**src/rtl/lif_neuron_array.sv**
```systemverilog
// Bank of NCH leaky integrate-and-fire neurons sharing one threshold/refractory/mode
// configuration; every channel advances only on the timestep strobe.
module lif_neuron_array #(
    parameter int NCH        = 4,
    parameter int W          = 8,
    parameter int LEAK_SHIFT = 1,
    parameter int RW         = 4
) (
    input  logic             clk,
    input  logic             rst,
    input  logic             step,
    input  logic [NCH*W-1:0] current,
    input  logic             cfg_we,
    input  logic [W-1:0]     cfg_thresh,
    input  logic [RW-1:0]    cfg_refrac,
    input  logic             cfg_mode,
    output logic [NCH-1:0]   spike,
    output logic [NCH*W-1:0] state,
    output logic [NCH-1:0]   refractory
);

    logic [W-1:0]  thresh_q;
    logic [RW-1:0] refrac_len_q;
    logic          mode_q;

    // Shared config; a step in the same cycle as a write still sees the old values.
    always_ff @(posedge clk) begin
        if (!rst) begin
            thresh_q     <= {1'b0, {(W-1){1'b1}}};
            refrac_len_q <= '0;
            mode_q       <= 1'b0;
        end else if (cfg_we) begin
            thresh_q     <= cfg_thresh;
            refrac_len_q <= cfg_refrac;
            mode_q       <= cfg_mode;
        end
    end

    for (genvar i = 0; i < NCH; i++) begin : g_ch
        logic [W-1:0]  st_q;
        logic [W-1:0]  cur;
        logic [W:0]    sum;
        logic [W-1:0]  nxt;
        logic [RW-1:0] cnt_q;
        logic          spk_q;

        assign cur = current[i*W +: W];
        assign sum = {1'b0, cur} + {1'b0, st_q >> LEAK_SHIFT};
        assign nxt = sum[W] ? {W{1'b1}} : sum[W-1:0];

        always_ff @(posedge clk) begin
            if (!rst) begin
                st_q  <= '0;
                cnt_q <= '0;
                spk_q <= 1'b0;
            end else begin
                spk_q <= 1'b0;
                if (step) begin
                    if (cnt_q != '0) begin
                        cnt_q <= cnt_q - RW'(1);
                        st_q  <= '0;
                    end else if (nxt >= thresh_q) begin
                        spk_q <= 1'b1;
                        cnt_q <= refrac_len_q;
                        st_q  <= mode_q ? (nxt - thresh_q) : '0;
                    end else begin
                        st_q  <= nxt;
                    end
                end
            end
        end

        assign spike[i]          = spk_q;
        assign state[i*W +: W]   = st_q;
        assign refractory[i]     = (cnt_q != '0);
    end

endmodule

```
**config.mk**
```make
export PLATFORM = sky130hd
export DESIGN_NAME = lif_neuron_array
export DESIGN_NICKNAME = d
export VERILOG_FILES = /design/src/rtl/lif_neuron_array.sv
export SDC_FILE = /design/constraint.sdc
export NUM_CORES = 1
export LEC_CHECK = 0
export BUFFER_PORTS_ARGS = -buffer_cell sky130_fd_sc_hd__buf_2
export CAP_MARGIN = 5
export CORE_MARGIN = 3
export CORE_UTILIZATION = 62
export DETAILED_ROUTE_END_ITERATION = 12
export GPL_TIMING_DRIVEN = 0
export PLACE_DENSITY = 0.95
export SYNTH_ARGS = -nofsm -noshare
export SYNTH_HDL_FRONTEND = slang
export SYNTH_SLANG_ARGS = --single-unit
```
**constraint.sdc**
```tcl
create_clock -name clk -period 8.8 [get_ports clk]
set_input_delay 1.76 -clock clk [delete_from_list [all_inputs] [get_ports clk]]
set_output_delay 1.76 -clock clk [all_outputs]
set_load 0.02 [all_outputs]
```
==> summary.md, run 1 <==
| Metric | Value |
|---|---|
| Main area contributors after synthesis | dfxtp_1 24%, ha_1 16%, a21oi_1 4.4% |
| WP buf/inv | 2 |
| Fin Setup TNS | 0 ns |
| Routing usage on met3 | 6.52% |
| DP HPWL | 11400 um |
| Post-Synth Simple-Gate Area | 17.5% |
| Synth-to-layout area growth | 13.4% |
| Setup Fix Bufs, Post-CTS | 0 |
| Cell taking the most area after synthesis | dfxtp_1 |
| Clock slew at reported path FFs | 0.07 ns |
| Unrepaired setup endpoints after global routing | no |
| Worst-Margin Slew | 0.827 ns |
| CTS tree | built |
| Post-synthesis mux area share | 2.64% |
| Core area | 8340 um^2 |
| Top-count cell post-synth | ha_1 |
| CP Capture Type | flop |
| Net count after synthesis | 754 |
| Post-synth EDFFs | 0 |
| DRC viols | 0 |
| Post-Syn Area | 5400 um^2 |
| Fmax achieved | 179 MHz |
| Clock insertion delay at the later pin of the skew report | 0.35 ns |
| Crit path arrival time | 5.88 ns |
| Synthesized area per cell | 8.59 um^2 |
| CP max FO | 7 |
| Largest net degree at the start of global routing | 11 |
| Synth Area in XOR/XNOR | 6.00% |
| Num Clock Sinks | 65 |
| CP cell instances | buf_2 > ha_1 > fa_1 > a211oi_1 > o311ai_0 > o211ai_1 > nor2b_1 > ha_1 > inv_1 > fa_1 > a21o_1 > a221oi_2 > a32oi_2 > nor3_1 > a22oi_1 > nand2_1 |
| Largest family of logic cells by synthesized area | compound AO/OA/AOI/OAI gates |
| Post-Place Worst Slack | 3.00 ns |
| First-pass GRT wire length | 24700 um |
| Total track usage | 30.8% |
| CP top delay family | compound AO/OA/AOI/OAI gates |
| Sequential fraction of the synthesis area | 24.1% |
| Routability cong. | 0.900 |
| Distinct cells, synth | 67 |
| Drt pass-1 iters | 8 |
| Clk_skew | 0.00527 ns |
| Die Height | 99.3 um |
| Peak supply drop | 209 uV |
| Final setup fails | 0 |
| Max H-tree Level | 3 |
| Port Buffers | 86 |
| WL final | 15200 um |
| Largest stage delay, worst path | 0.61 ns |
| Routed length per placed instance | 18.2 um |
| CP required | 9.09 ns |
| Final hold vios | 0 |
| Adder-cell area share of the yosys netlist | 18.7% |
| Slew headroom | 44.4% |
| Initial antenna violation count | 0 |
| Dpl cells | 820 |
| CP startpoint kind | input port |
| P_leak | 3.01 nW |
| Cts repair resizes | 0 |
| Status | finished clean |
| Hold crit path type | flop to flop |
| Chip width | 99.3 um |
| Final Util | 73.4% |
| Via Count | 5506 |
| YS warnings | 0 |
| Post-synthesis instance total | 629 |
| Final setup margin | 3.21 ns |
| Global Route met2 Usage | 52.8% |
| CTS Hold Bufs | 0 |
| Maximum clock path buffer count | 2 |
| GRT met1 Usage | 35.6% |
| Finished Layout Cells | 835 |
| Root Driver | clkbuf_8 |
| FF+latch count, synth | 65 |
| Top cell type's share of synthesized area | 24.1% |
| Period minus WS final | 5.59 ns |
| Crit Path Category | input port to flop |
| DRT iter0 DRCs | 440 |
| Post-synthesis compound-gate area fraction | 26.9% |
| Post-synth top flop | dfxtp_1 |
| Layout cells sized above 1 | 18.1% |
| Initial Utilization | 64.7% |
| Row Count | 33 |
| Antenna cells | 0 |
| FFs w/ async S/R, synth | 0% |
| Gr busiest metal | met2 |
| Gr ovfl total | 0 |
| Die Footprint | 9870 um^2 |
| DRT antenna net count | 0 |
| Max Cap Viol | 0 |
| PwrDens | 309 nW/um^2 |
| Synth cell count leaders | 68 x ha_1, 65 x dfxtp_1, 47 x a21oi_1, 47 x nand2_1, 46 x nor2_1 |
| Io pins | 89 |
| CTS buffer count | 9 |
| Vias per cell | 6.59 |
| Final period util | 63.5% |
| Max-slew violation count | 0 |
| Slowest CP cell | nor3_1 |
| Vias in the first global route | 5420 |
| Nets | 851 |
layer usage:
metal	vias to the layer above	routed length, um	part of all wire, %
li1	2541	-	-
met1	2535	5650	37
met2	335	7340	48
met3	95	1410	9.3
met4	0	798	5.2
met5	-	0	0
worst register-to-register path, stage by stage, from the launching register on:
cell,delay [ns]
dfxtp_1,0.34
ha_1,0.23
fa_1,0.44
a211oi_1,0.24
o311ai_0,0.16
o211ai_1,0.27
nor2b_1,0.30
ha_1,0.18
inv_1,0.05
fa_1,0.40
a21o_1,0.23
a221oi_2,0.35
a32oi_2,0.25
nor3_1,0.62
a22oi_1,0.20
nand2_1,0.10
power breakdown:
part	total, W	switching, W	internal (W)
Clock	0.000223	0.000116	0.000106
Combinational	0.00125	0.000736	0.000512
Sequential	0.000424	0.0000598	0.000364
Total	0.00189	0.000912	0.000983
flip-flops by register name, summed over array words and instances, names as in the netlist:
name and cells:
g_ch.cnt_q 16, g_ch.st_q 32, g_ch.spk_q 4, mode_q 1, thresh_q 8, refrac_len_q 4
stage by stage:
step	cell area, um^2	power, W	hold slack, ns
6_report	6120	0.00189	0.469
3_5_place_dp	5960	0.00163	0.460
3_3_place_gp	5960	0.00156	0.453
5_1_grt	6120	0.00204	0.488
2_1_floorplan	5400	0.00135	0.445
4_1_cts	6120	0.00187	0.469
logic make-up (layout without fill, tap and decap cells):
family          count (synthesis)  count (layout)
compound gates                203             203
xor+xnor                       37              37
fa+ha+maj                      76              76
buf+inv                        53             154
flops                          65              65
mux                            14              14
simple gates                  181             181
area by class of cell:
type | instances | area (um^2)
Multi-Input combinational cell | 511 | 3870
Fill cell | 613 | 2220
Sequential cell | 65 | 1300
Timing Repair Buffer | 86 | 430
Clock buffer | 11 | 141
Inverter | 35 | 131
Tap cell | 105 | 131
Buffer | 18 | 92.6
Clock inverter | 4 | 20.0
cell usage in the layout (no fill, tap or decap), types with 6 or more instances in the layout:
cell / Yosys / layout
a21o_1: 19 / 19
a21oi_1: 47 / 47
a221o_1: 16 / 16
a22o_1: 14 / 14
a31oi_1: 7 / 7
and3_1: 8 / 8
buf_2: 2 / 88
clkbuf_1: 11 / 12
clkbuf_8: 0 / 10
dfxtp_1: 65 / 65
fa_1: 8 / 8
ha_1: 68 / 68
inv_1: 34 / 34
mux2i_1: 12 / 12
nand2_1: 47 / 47
nand2b_1: 8 / 8
nand3_1: 13 / 13
nand3b_1: 7 / 7
nor2_1: 46 / 46
nor2b_1: 6 / 6
nor3_1: 6 / 6
o211ai_1: 12 / 12
o21ai_0: 35 / 35
or2_2: 6 / 6
xnor2_1: 19 / 19
xor2_1: 18 / 18
final timing paths:
check,slack (ns),cells after the start,startpoint,endpoint
max,3.21,16,current[24],g_ch[3].st_q[6]$_SDFFE_PN0P_
min,0.47,2,g_ch[3].st_q[3]$_SDFFE_PN0P_,g_ch[3].st_q[3]$_SDFFE_PN0P_
max reg2reg,4.39,15,g_ch[3].st_q[1]$_SDFFE_PN0P_,g_ch[3].st_q[6]$_SDFFE_PN0P_
min reg2reg,0.47,2,g_ch[3].st_q[3]$_SDFFE_PN0P_,g_ch[3].st_q[3]$_SDFFE_PN0P_
Note: power is estimated with default switching activity, not from simulation.
==> inputs of run 2 (changes only) <==
--- a/config.mk
+++ b/config.mk
@@ -8,10 +8,10 @@
 export BUFFER_PORTS_ARGS = -buffer_cell sky130_fd_sc_hd__buf_2
 export CAP_MARGIN = 5
 export CORE_MARGIN = 3
-export CORE_UTILIZATION = 62
+export CORE_UTILIZATION = 52
 export DETAILED_ROUTE_END_ITERATION = 12
 export GPL_TIMING_DRIVEN = 0
-export PLACE_DENSITY = 0.95
+export PLACE_DENSITY = 0.88
 export SYNTH_ARGS = -nofsm -noshare
 export SYNTH_HDL_FRONTEND = slang
 export SYNTH_SLANG_ARGS = --single-unit
==> constraint.sdc (replaced) <==
create_clock -name clk -period 4.75 [get_ports clk]
set_input_delay 0.95 -clock clk [delete_from_list [all_inputs] [get_ports clk]]
set_output_delay 0.95 -clock clk [all_outputs]
set_load 0.02 [all_outputs]
==> run 2 against run 1 <==
Effect of this change: sequential power is 85% higher; routed wire length fell by 0.25%; via count is 2.4% lower; count of clock-buffer cells in the layout is 2 higher; first-iteration DRC count rose by 1.4%; core utilization down 11 points; worst hold slack better by 0.011 ns; global-route usage decreased by 4.8 points; highest routed layer unchanged; sequential share of layout area is 0.41 points lower; critical path depth is 2 higher; power up 89%; largest power group unchanged.
==> summary.md, run 2 (synthesis gave the netlist of run 1 again) <==
| Metric | Value |
|---|---|
| Status | finished clean |
| DRT antenna net count | 0 (unchanged) |
| Worst-Margin Slew | 0.775 ns (-0.0519 ns) |
| Hold crit path type | flop to flop |
| Via Count | 5376 (-2.4%) |
| Crit Path Category | input port to flop |
| Gr ovfl total | 0 (unchanged) |
| Worst hold slack | 0.480 ns (+0.0110 ns) |
| Worst hold path depth | 2 (unchanged) |
| CP Capture Type | flop |
| Nets | 856 (+0.59%) |
| Vias per cell | 6.19 (-6.2%) |
| CTS tree | built |
| DP HPWL | 11300 um (-1.3%) |
| Root Driver | clkbuf_8 |
| Die Height | 108 um (+8.6%) |
| Largest reg by FF count | g_ch.st_q |
| Max H-tree Level | 3 (unchanged) |
| PwrDens | 573 nW/um^2 (+85%) |
| Crit path arrival time | 4.83 ns (-1.05 ns) |
| Io pins | 89 (unchanged) |
| Initial Utilization | 54.2% (-10 points) |
| Hold EP | g_ch[3].st_q[3]$_SDFFE_PN0P_ |
| Total track usage | 25.9% (-4.8 points) |
| CP required | 5.03 ns (-4.06 ns) |
| Finished Layout Cells | 869 (+4.1%) |
| Dpl cells | 848 (+3.4%) |
| Num Clock Sinks | 65 (unchanged) |
| Clock slew at reported path FFs | 0.07 ns (about the same) |
| Clock insertion delay at the later pin of the skew report | 0.36 ns (about the same) |
| Die Footprint | 11600 um^2 (+18%) |
| Pwr Total | 0.00358 W (+89%) |
| CP top delay family | compound AO/OA/AOI/OAI gates |
| Final instance area | 6240 um^2 (+2.0%) |
| Drt pass-1 iters | 5 (-3) |
| Largest stage delay, worst path | 0.43 ns (-0.18 ns) |
| WL final | 15200 um (-0.25%) |
| Slowest CP cell | fa_1 |
| Period minus WS final | 4.54 ns |
| P_leak | 3.05 nW (+1.1%) |
| Most frequent cells in the layout | 88 x buf_2, 68 x ha_1, 65 x dfxtp_1 |
| Max FFs per register | 32 (unchanged) |
| First-pass GRT wire length | 24600 um (-0.20%) |
| CP max FO | 8 (+1) |
| Chip width | 108 um (+8.6%) |
| Final period util | 95.6% |
| Routability cong. | 0.874 (-2.9%) |
| Top Registers | g_ch.st_q: 32 flops, g_ch.cnt_q: 16 flops, thresh_q: 8 flops |
| Clk_skew | 0.00843 ns (+0.00316 ns) |
| Synth-to-layout area growth | 15.6% |
| CP startpoint kind | input port |
| RR Endpoint | g_ch[2].st_q[7]$_SDFFE_PN0P_ |
| Final setup fails | 0 (unchanged) |
| CP cell instances | buf_2 > ha_1 > fa_1 > a211o_1 > o211ai_1 > a21oi_1 > o21a_1 > nor2_2 > ha_1 > inv_1 > fa_1 > a21o_1 > a221oi_4 > a32oi_4 > nor3_4 > buf_4 > nand2_1 > o211ai_1 |
| Initial antenna violation count | 0 (unchanged) |
| Largest net degree at the start of global routing | 11 (unchanged) |
| Commonest non-fill, non-tap cell in the layout | buf_2 |
| Placed cell areas | 6000 um^2 (+0.59%) |
| Routed length per placed instance | 17.4 um (-4.2%) |
| DRT iter0 DRCs | 446 (+1.4%) |
| Max Cap Viol | 0 (unchanged) |
| Layout cells sized above 1 | 19.2% (+1.1 points) |
| Row Count | 36 (+9.1%) |
| DRC viols | 0 (unchanged) |
| Max-slew violation count | 0 (unchanged) |
| Peak supply drop | 211 uV (+0.76%) |
| Maximum clock path buffer count | 2 (unchanged) |
| Port Buffers | 86 (unchanged) |
| Final hold vios | 0 (unchanged) |
| Vias in the first global route | 5269 (-2.8%) |
| CTS buffer count | 9 (unchanged) |
| Antenna cells | 0 (unchanged) |
| Hold path start | g_ch[3].st_q[3]$_SDFFE_PN0P_ |
| Fmax achieved | 220 MHz |
| Fin Setup TNS | 0 ns (unchanged) |
| WP buf/inv | 3 (+1) |
| Core area | 9950 um^2 (+19%) |
| Flop-to-flop setup slack | 0.57 ns (-3.82 ns) |
| Reg2Reg Depth | 16 (+1) |
| Slew headroom | 47.9% (+3.5 points) |
| Critical R2R Launch | g_ch[2].st_q[1]$_SDFFE_PN0P_ |
## run 2: how the worst max path moves through the flow
stage	startpoint	end	slack [ns]	cells past startpoint
2_1_floorplan	current[16]	g_ch[2].st_q[7]$_SDFFE_PN0P_	0.31	16
5_1_grt	current[24]	g_ch[3].cnt_q[1]$_SDFFE_PN0P_	-0.02	16
3_3_place_gp	current[16]	g_ch[2].st_q[7]$_SDFFE_PN0P_	-0.14	17
6_report	current[8]	g_ch[1].st_q[7]$_SDFFE_PN0P_	0.21	18
3_5_place_dp	current[24]	g_ch[3].st_q[6]$_SDFFE_PN0P_	-0.19	16
4_1_cts	current[24]	g_ch[3].st_q[4]$_SDFFE_PN0P_	0.12	16
## run 2: area by class of cell
type,instances,area (um^2)
sequential,65,1300
tap,133,166
clock buffer,13,159
buffer,18,92.6
timing repair buffer,91,468
clock inverter,3,15.0
multi-input combinational,511,3910
fill,844,3710
inverter,35,131
## run 2: repair_timing
| action | in CTS | in global routing |
|---|---|---|
| setup buffers | 0 | 5 |
| endpoints found under the hold margin | 0 | 0 |
| endpoints found under the setup margin | 0 | 22 |
| gates resized for setup | 0 | 6 |
| hold buffers | 0 | 0 |
## run 2: where the power goes
| part | total, W | switching, W | internal (W) | leakage [nW] |
|---|---|---|---|---|
| Combinational | 0.00235 | 0.00138 | 0.000976 | 2.42 |
| Sequential | 0.000784 | 0.000110 | 0.000674 | 0.532 |
| Clock | 0.000442 | 0.000226 | 0.000216 | 0.0932 |
| Total | 0.00358 | 0.00171 | 0.00187 | 3.05 |
## run 2: stage by stage
stage          utilization, %  setup WS, ns
2_1_floorplan               -         0.305
3_3_place_gp             60.2        -0.139
6_report                 62.7         0.207
4_1_cts                  62.0         0.120
5_1_grt                  62.7       -0.0203
3_5_place_dp             60.2        -0.189
## run 2: layer usage
layer / GRT usage [%] / wire length [um]
met4: 7.48 / 348
met2: 44.1 / 7250
met1: 33.4 / 6260
met5: 0 / 0
met3: 5.10 / 1300
## run 2: worst min-delay path: cells and delay by family (launching register included)
kind             cells  cell delay (ns)
DFF                  1             0.33
and+or+nand+nor      2             0.11
